**src/rtl/barcos_pkg.sv**
```systemverilog
// Shared types and constants for the ship register: default fleet size,
// ship-id and hit-point widths, and the game FSM states.
package barcos_pkg;

   localparam int unsigned NUM_BARCOS_DEF = 5;
   localparam int unsigned ID_W           = 3;
   localparam int unsigned HP_W           = 3;

   typedef logic [ID_W-1:0] ship_id_t;

   typedef enum logic [1:0] {
      ST_IDLE,
      ST_PLAYING,
      ST_OVER
   } state_t;

endpackage

```
**src/rtl/barco_hp.sv**
```systemverilog
// Hit-point register for one ship: reload on start, saturating decrement,
// alive flag and a combinational "this decrement sinks it" event.
module barco_hp
   import barcos_pkg::*;
(
   input  logic            clk,
   input  logic            rst_n,
   input  logic            i_load,
   input  logic [HP_W-1:0] i_load_val,
   input  logic            i_dec,
   output logic            o_alive,
   output logic            o_sunk
);

   logic [HP_W-1:0] r_hp;

   always_ff @(posedge clk or negedge rst_n) begin
      if (!rst_n) begin
         r_hp <= '0;
      end else if (i_load) begin
         r_hp <= i_load_val;
      end else if (i_dec && (r_hp != '0)) begin
         r_hp <= r_hp - 1'b1;
      end
   end

   assign o_alive = (r_hp != '0);
   assign o_sunk  = i_dec && !i_load && (r_hp == HP_W'(1));

endmodule

```
**src/rtl/registro_barcos.sv**
```systemverilog
// Ship register for the battleship game: tracks per-ship hit points, reports
// sinkings and game over. Optional hits_total counter under BARCOS_HITCOUNT_EN.
module registro_barcos
   import barcos_pkg::*;
#(
   parameter int unsigned NUM_BARCOS = NUM_BARCOS_DEF
)
(
   input  logic                  clk,
   input  logic                  rst_n,
   input  logic                  start,
   input  logic                  hit_valid,
   input  logic [2:0]            hit_id,
   output logic                  hit_ready,
   output logic [NUM_BARCOS-1:0] barcos,
   output logic                  sunk_valid,
   output logic [2:0]            sunk_id,
   output logic                  game_over
`ifdef BARCOS_HITCOUNT_EN
  ,output logic [4:0]            hits_total
`endif
);

   state_t                r_state;
   state_t                w_next;
   logic                  w_accept;
   logic [NUM_BARCOS-1:0] w_dec;
   logic [NUM_BARCOS-1:0] w_alive;
   logic [NUM_BARCOS-1:0] w_sunk;
   ship_id_t              w_sunk_id;
   logic                  r_sunk_valid;
   ship_id_t              r_sunk_id;

   always_ff @(posedge clk or negedge rst_n) begin
      if (!rst_n) begin
         r_state <= ST_IDLE;
      end else begin
         r_state <= w_next;
      end
   end

   // Game ends when the ship sinking this cycle was the last one alive.
   always_comb begin
      w_next    = r_state;
      hit_ready = 1'b0;
      game_over = 1'b0;
      if (r_state == ST_PLAYING && !start) begin
         hit_ready = 1'b1;
      end
      if (r_state == ST_OVER) begin
         game_over = 1'b1;
      end
      if (start) begin
         w_next = ST_PLAYING;
      end else if ((r_state == ST_PLAYING) && (|w_sunk) && ((w_alive & ~w_sunk) == '0)) begin
         w_next = ST_OVER;
      end
   end

   assign w_accept = hit_valid && hit_ready;

   for (genvar g = 0; g < NUM_BARCOS; g++) begin : g_ship
      assign w_dec[g] = w_accept && (hit_id == ship_id_t'(g));

      barco_hp u_hp (
         .clk        (clk),
         .rst_n      (rst_n),
         .i_load     (start),
         .i_load_val (HP_W'(g + 1)),
         .i_dec      (w_dec[g]),
         .o_alive    (w_alive[g]),
         .o_sunk     (w_sunk[g])
      );
   end

   always_comb begin
      w_sunk_id = '0;
      for (int unsigned i = 0; i < NUM_BARCOS; i++) begin
         if (w_sunk[i]) begin
            w_sunk_id = ship_id_t'(i);
         end
      end
   end

   always_ff @(posedge clk or negedge rst_n) begin
      if (!rst_n) begin
         r_sunk_valid <= 1'b0;
         r_sunk_id    <= '0;
      end else if (start) begin
         r_sunk_valid <= 1'b0;
      end else begin
         r_sunk_valid <= |w_sunk;
         if (|w_sunk) begin
            r_sunk_id <= w_sunk_id;
         end
      end
   end

   assign barcos     = w_alive;
   assign sunk_valid = r_sunk_valid;
   assign sunk_id    = r_sunk_id;

`ifdef BARCOS_HITCOUNT_EN
   logic [4:0] r_hits;

   always_ff @(posedge clk or negedge rst_n) begin
      if (!rst_n) begin
         r_hits <= '0;
      end else if (start) begin
         r_hits <= '0;
      end else if ((|(w_dec & w_alive)) && (r_hits != '1)) begin
         r_hits <= r_hits + 1'b1;
      end
   end

   assign hits_total = r_hits;
`endif

endmodule

```
**config.mk**
```make
export PLATFORM = sky130hd
export DESIGN_NAME = registro_barcos
export DESIGN_NICKNAME = d
export VERILOG_FILES = /design/src/rtl/barcos_pkg.sv /design/src/rtl/barco_hp.sv /design/src/rtl/registro_barcos.sv
export SDC_FILE = /design/constraint.sdc
export NUM_CORES = 1
export LEC_CHECK = 0
export CAP_MARGIN = 40
export CORE_UTILIZATION = 37
export DETAILED_ROUTE_END_ITERATION = 8
export HOLD_SLACK_MARGIN = 0.03
export SLEW_MARGIN = 20
export SYNTH_ARGS = -nofsm -noshare
export SYNTH_HDL_FRONTEND = slang
export SYNTH_HIERARCHICAL = 1
export SYNTH_SLANG_ARGS = --single-unit
```
**constraint.sdc**
```tcl
create_clock -name clk -period 3.8 [get_ports clk]
set_input_delay 0.95 -clock clk [delete_from_list [all_inputs] [get_ports clk]]
set_output_delay 0.95 -clock clk [all_outputs]
set_load 0.05 [all_outputs]
```
==> results of run 1 <==
[power breakdown]
part / switching [mW] / total (mW) / internal, mW / leakage, nW
Sequential: 0.0153 / 0.262 / 0.246 / 0.249
Clock: 0.0747 / 0.148 / 0.0730 / 0.0255
Combinational: 0.123 / 0.201 / 0.0779 / 0.609
[cell usage after synthesis, types with 2 or more instances]
library cell	instances	area share, %
a21oi_1	11	3.6
nand3_1	10	3.3
a211o_1	7	4.1
o21ai_1	10	3.3
a31o_1	5	2.9
and4bb_2	5	4.1
dfrtp_1	21	35
inv_1	21	5.2
nand2_1	20	5.0
nor3_1	5	1.7
nor4bb_1	5	3.3
nand2b_4	5	4.6
conb_1	2	0.50
ha_1	15	12
nor2_1	9	2.2
[worst paths after layout]
path / endpoint / slack, ns / cells after the start
max: r_state[0]$_DFFE_PN0P_ / 0.77 / 9
min: sunk_id[0]$_DFFE_PN0P_ / 0.52 / 2
max reg2reg: r_state[0]$_DFFE_PN0P_ / 1.52 / 8
min reg2reg: sunk_id[0]$_DFFE_PN0P_ / 0.52 / 2
max in group asynchronous: r_state[0]$_DFFE_PN0P_ / 2.34 / 2
min in group asynchronous: g_ship[2].u_hp/r_hp[1]$_DFFE_PN0P_ / 1.01 / 1
[final cells by class]
type | count | area (um^2)
Clock inverter | 1 | 5.00
Fill cell | 364 | 1910
Sequential cell | 21 | 526
Tap cell | 48 | 60.1
Timing Repair Buffer | 23 | 233
Inverter | 21 | 78.8
Multi-Input combinational cell | 136 | 943
Clock buffer | 3 | 41.3
[metrics by stage]
| stage | cell area [um^2] | utilization [%] | setup WS (ns) |
|---|---|---|---|
| after floorplan | 1560 | - | 0.493 |
| after global placement | 1830 | 48.1 | 0.528 |
| after detailed placement | 1840 | 48.5 | 0.483 |
| after CTS | 1890 | 49.7 | 0.771 |
| after global routing | 1890 | 49.7 | 0.602 |
| final | 1890 | 49.7 | 0.772 |
[logic make-up (layout without fill, tap and decap cells)]
kind of cell               Yosys count  after routing  synth area share [%]
and+or+nand+nor                     65             65                  28.1
AOI/OAI and AO/OA                   40             40                  17.6
buffers and inverters               22             48                  5.97
DFF                                 21             21                  34.8
adders and majority gates           15             15                  12.4
other                                2             15                 0.497
muxes                                1              1                 0.663
[state kept, by name, summed over array words and instances (netlist names)]
signal / count
g_ship.u_hp/r_hp: 15
r_state: 2
sunk_id: 3
sunk_valid: 1
[layer usage]
metal	vias up	wire length (um)	GRT usage, %
li1	646	-	-
met1	594	1460	21.0
met2	14	1450	26.5
met3	2	55	2.59
met4	0	22	4.89
met5	-	0	0
[worst min-delay path: stages, from the launching register on]
cell and delay, ns:
dfrtp_1 0.38, inv_1 0.05, mux2i_1 0.05
==> results.py, run 1 <==
metrics = {
    "status": {
        "status": "complete, no violations",
    },
    "clocking": {
        "tritoncts": "yes",
        "numCtsBuffers": 3,
        "cts.sinks": 21,
        "clockRootBuffer": "clkbuf_8",
        "postCtsResizedCells": 0,
        "worstSkewPairLatency_ns": 0.26,
        "htreeDepth": 1,
        "postCtsSetupBuffers": 0,
        "clk_pin_slew_worst_paths_ns": 0.08,
        "clock_path_buffers": 2,
        "postCtsHoldBufs": 0,
    },
    "synth": {
        "syn_inst": 166,
        "synth_edf_count": 0,
        "async_reset_ff_share_pct": 100,
        "ys_warn_count": 6,
        "post_synth.cell_area_avg_um2": 9.10,
        "syn-cell-area_um2": 1510,
        "yosysSeqAreaShare_pct": 34.8,
        "ys_seq_elements": 21,
        "synth_cell_types": 30,
        "synthFlopType": "dfrtp_1",
    },
    "drt": {
        "drt.antenna.violating_nets": 0,
        "drt_iter0_drc": 30,
        "dr.pass1.iters": 4,
        "wl_per_cell_um": 11.8,
        "vias_per_cell": 4.96,
        "vias": 1256,
        "wl_um": 2990,
        "drc": 0,
    },
    "timing": {
        "fin_skew_ns": 0.00403,
        "max_freq_mhz": 330,
        "drv_slew": 0,
        "holdWs_ns": 0.523,
        "fin_crit_ns": 3.03,
        "setup_tns_ns": 0,
        "hold_viol": 0,
        "rsz0062_at_grt": "no",
        "finalCritPeriodShare_pct": 79.7,
        "setup_viol": 0,
    },
    "cells_and_area": {
        "final_cell_mix": "inv_1, dfrtp_1, nand2_1",
        "fin_nets": 228,
        "area_growth_pct": 24.9,
        "antenna_cells": 0,
        "final_cells": 253,
        "drive_above_1_share_pct": 11.2,
    },
    "global_routing": {
        "grt_max_degree": 48,
        "grt_first_pass_wirelength_um": 5310,
        "grt_pass1_vias": 1163,
        "grtUsageTotal_pct": 16.0,
        "antenna_found_initial": 0,
        "overflow": 0,
    },
    "hold_path": {
        "hold_start": "sunk_id[0]$_DFFE_PN0P_",
        "hold_path_class": "flop to flop",
    },
    "worst_setup_path": {
        "r2r_start": "r_state[0]$_DFFE_PN0P_",
        "cp-startpoint": "start",
        "crit_required_ns": 3.94,
        "critPathMaxStageDelay_ns": 0.47,
        "slowest_stage": "clkdlybuf4s50_1",
        "path_buf_inv": 2,
        "cp.arrival_ns": 3.17,
        "crit_chain": "clkdlybuf4s50_1, nor3b_4, nand3b_1, nor3_1, buf_4, and4bb_2, nor3_2, a211o_1, o32a_1",
        "cp_top_family": "simple AND/OR/NAND/NOR gates",
        "cp-end-kind": "flop",
        "crit_type": "primary input to flop",
        "cp-start-kind": "primary input",
        "crit_fanout": 7,
    },
    "placement": {
        "dp.cells": 249,
        "gp_congestion": 0.749,
        "detailed_place_hpwl_um": 2270,
        "port_buffers": 17,
    },
    "floorplan": {
        "rows": 22,
        "fp.dieW_um": 65.9,
        "core_um2": 3800,
        "die_h_um": 65.9,
        "die-area_um2": 4340,
        "initial_core_util_pct": 39.8,
        "ioPinCount": 18,
    },
    "power": {
        "vdd_drop_max_mv": 0.163,
        "p_leak_nw": 0.883,
        "finalPower_mw": 0.610,
        "p_per_area_nw_per_um2": 323,
    },
    "run": {
        "cap_violations": 0,
    },
}
(Power assumes the default switching activity.)
==> run 2, diff against run 1 <==
==> constraint.sdc (replaced) <==
create_clock -name clk -period 2.8 [get_ports clk]
set_input_delay 0.7 -clock clk [delete_from_list [all_inputs] [get_ports clk]]
set_output_delay 0.7 -clock clk [all_outputs]
set_load 0.05 [all_outputs]
==> results.py, run 2 (synthesized netlist as in run 1, its figures left out) <==
metrics = {
    "drt": {
        "wl_um": 3180,
        "vias_per_cell": 5.02,
        "drc": 0,
        "dr.pass1.iters": 5,
        "vias": 1299,
        "drt_iter0_drc": 39,
        "drt.antenna.violating_nets": 0,
        "wl_per_cell_um": 12.3,
    },
    "clocking": {
        "postCtsResizedCells": 0,
        "htreeDepth": 1,
        "worstSkewPairLatency_ns": 0.26,
        "postCtsHoldBufs": 0,
        "clock_path_buffers": 2,
        "numCtsBuffers": 3,
        "tritoncts": "yes",
        "postCtsSetupBuffers": 0,
        "cts.sinks": 21,
        "clockRootBuffer": "clkbuf_8",
        "clk_pin_slew_worst_paths_ns": 0.08,
    },
    "timing": {
        "max_freq_mhz": 384,
        "drv_slew": 0,
        "worst_pin_slew_ns": 0.498,
        "fin_skew_ns": 0.00291,
        "relSlewSlack_pct": 66.7,
        "hold_viol": 0,
        "finalCritPeriodShare_pct": 92.9,
        "setup_viol": 0,
        "fin_crit_ns": 2.60,
        "rsz0062_at_grt": "no",
    },
    "worst_setup_path": {
        "r2r_slack_ns": 0.67,
        "crit_required_ns": 2.10,
        "cp-end-kind": "output port",
        "timing.rr.end": "r_state[0]$_DFFE_PN0P_",
        "crit_type": "flop to output port",
        "cp.arrival_ns": 1.90,
        "cp-start-kind": "flop",
        "r2r_start": "r_state[1]$_DFFE_PN0P_",
        "crit_fanout": 6,
        "ff2ff_path_depth": 8,
    },
    "cells_and_area": {
        "final_cell_mix": "inv_1, dfrtp_1, nand2_1",
        "fin_nets": 234,
        "final_cells": 259,
        "design_area_um2": 1940,
        "area_growth_pct": 28.7,
        "multi_input_area_um2": 963,
        "drive_above_1_share_pct": 15.6,
        "antenna_cells": 0,
        "nFillCells": 376,
        "largest_reg_flops": 15,
        "utilization_pct": 51.2,
        "regMostFlops": "g_ship.u_hp/r_hp",
        "ff_latch_area_um2": 526,
    },
    "floorplan": {
        "initial_core_util_pct": 39.8,
        "fp.dieW_um": 65.9,
        "rows": 22,
        "die_h_um": 65.9,
        "ioPinCount": 18,
        "core_um2": 3800,
        "die-area_um2": 4340,
    },
    "placement": {
        "placed_cell_area_um2": 1900,
        "gp_congestion": 0.720,
        "dp.cells": 255,
        "detailed_place_hpwl_um": 2410,
        "port_buffers": 17,
    },
    "global_routing": {
        "antenna_found_initial": 0,
        "grtUsageTotal_pct": 16.6,
        "overflow": 0,
        "grt_pass1_vias": 1227,
        "grt_max_degree": 48,
        "grt_first_pass_wirelength_um": 5560,
    },
    "hold_path": {
        "min_delay_path_depth": 2,
        "hold_start": "sunk_id[0]$_DFFE_PN0P_",
        "holdPathEnd": "sunk_id[0]$_DFFE_PN0P_",
        "hold_path_class": "flop to flop",
    },
    "power": {
        "p_leak_nw": 0.915,
        "p_per_area_nw_per_um2": 429,
        "vdd_drop_max_mv": 0.280,
    },
    "run": {
        "cap_violations": 0,
    },
    "status": {
        "status": "complete, no violations",
    },
}
run 2: cell count changes in the layout (fill, tap and decap cells not counted):
cell / change
buf_4: +7
nor3_1: -4
buf_8: -1
nor3_2: +4
run 2: layout make-up:
type / instances / share of cell area (%)
Clock buffer: 3 / 2.12
Clock inverter: 1 / 0.257
Timing Repair Buffer: 29 / 13.9
Tap cell: 48 / 3.09
Inverter: 21 / 4.05
Sequential cell: 21 / 27.0
Multi-Input combinational cell: 136 / 49.5
run 2: through the flow:
stage	hold slack, ns	TNS (ns)	total power, mW	setup WS, ns
finish	0.542	0	0.834	0.199
global route	0.578	0	0.888	0.0655
CTS	0.545	0	0.848	0.184
detailed placement	0.525	-0.135	0.641	-0.0968
global placement	0.508	-0.0137	0.631	-0.0137
floorplan	0.404	-0.188	0.544	-0.140
run 2: routing by layer:
layer	vias up	track usage (%)	routed length, um	part of all wire, %
met2	18	28.4	1560	49
met1	621	21.2	1500	47
met5	-	0	0	0
li1	658	-	-	-
met4	0	3.26	19	0.60
met3	2	3.62	92	2.9
run 2: where the power goes:
| part | internal (mW) | total, mW | switching [mW] |
|---|---|---|---|
| logic | 0.107 | 0.276 | 0.170 |
| clock network | 0.0992 | 0.201 | 0.102 |
| registers | 0.335 | 0.357 | 0.0223 |
| total | 0.540 | 0.834 | 0.293 |
run 2: worst max path at each step:
stage,to,startpoint,cells after the start
CTS,barcos[2],g_ship[2].u_hp/r_hp[0]$_DFFE_PN0P_,4
detailed placement,r_state[0]$_DFFE_PN0P_,start,9
global placement,r_state[0]$_DFFE_PN0P_,start,9
global route,sunk_id[0]$_DFFE_PN0P_,start,9
finish,barcos[3],g_ship[3].u_hp/r_hp[0]$_DFFE_PN0P_,4
floorplan,r_state[0]$_DFFE_PN0P_,start,8
run 2: critical path, cell delays in order (launching register included):
cell and delay, ns:
dfrtp_1 0.38, inv_1 0.09, ha_1 0.25, nand2b_4 0.11, clkdlybuf4s50_1 0.80
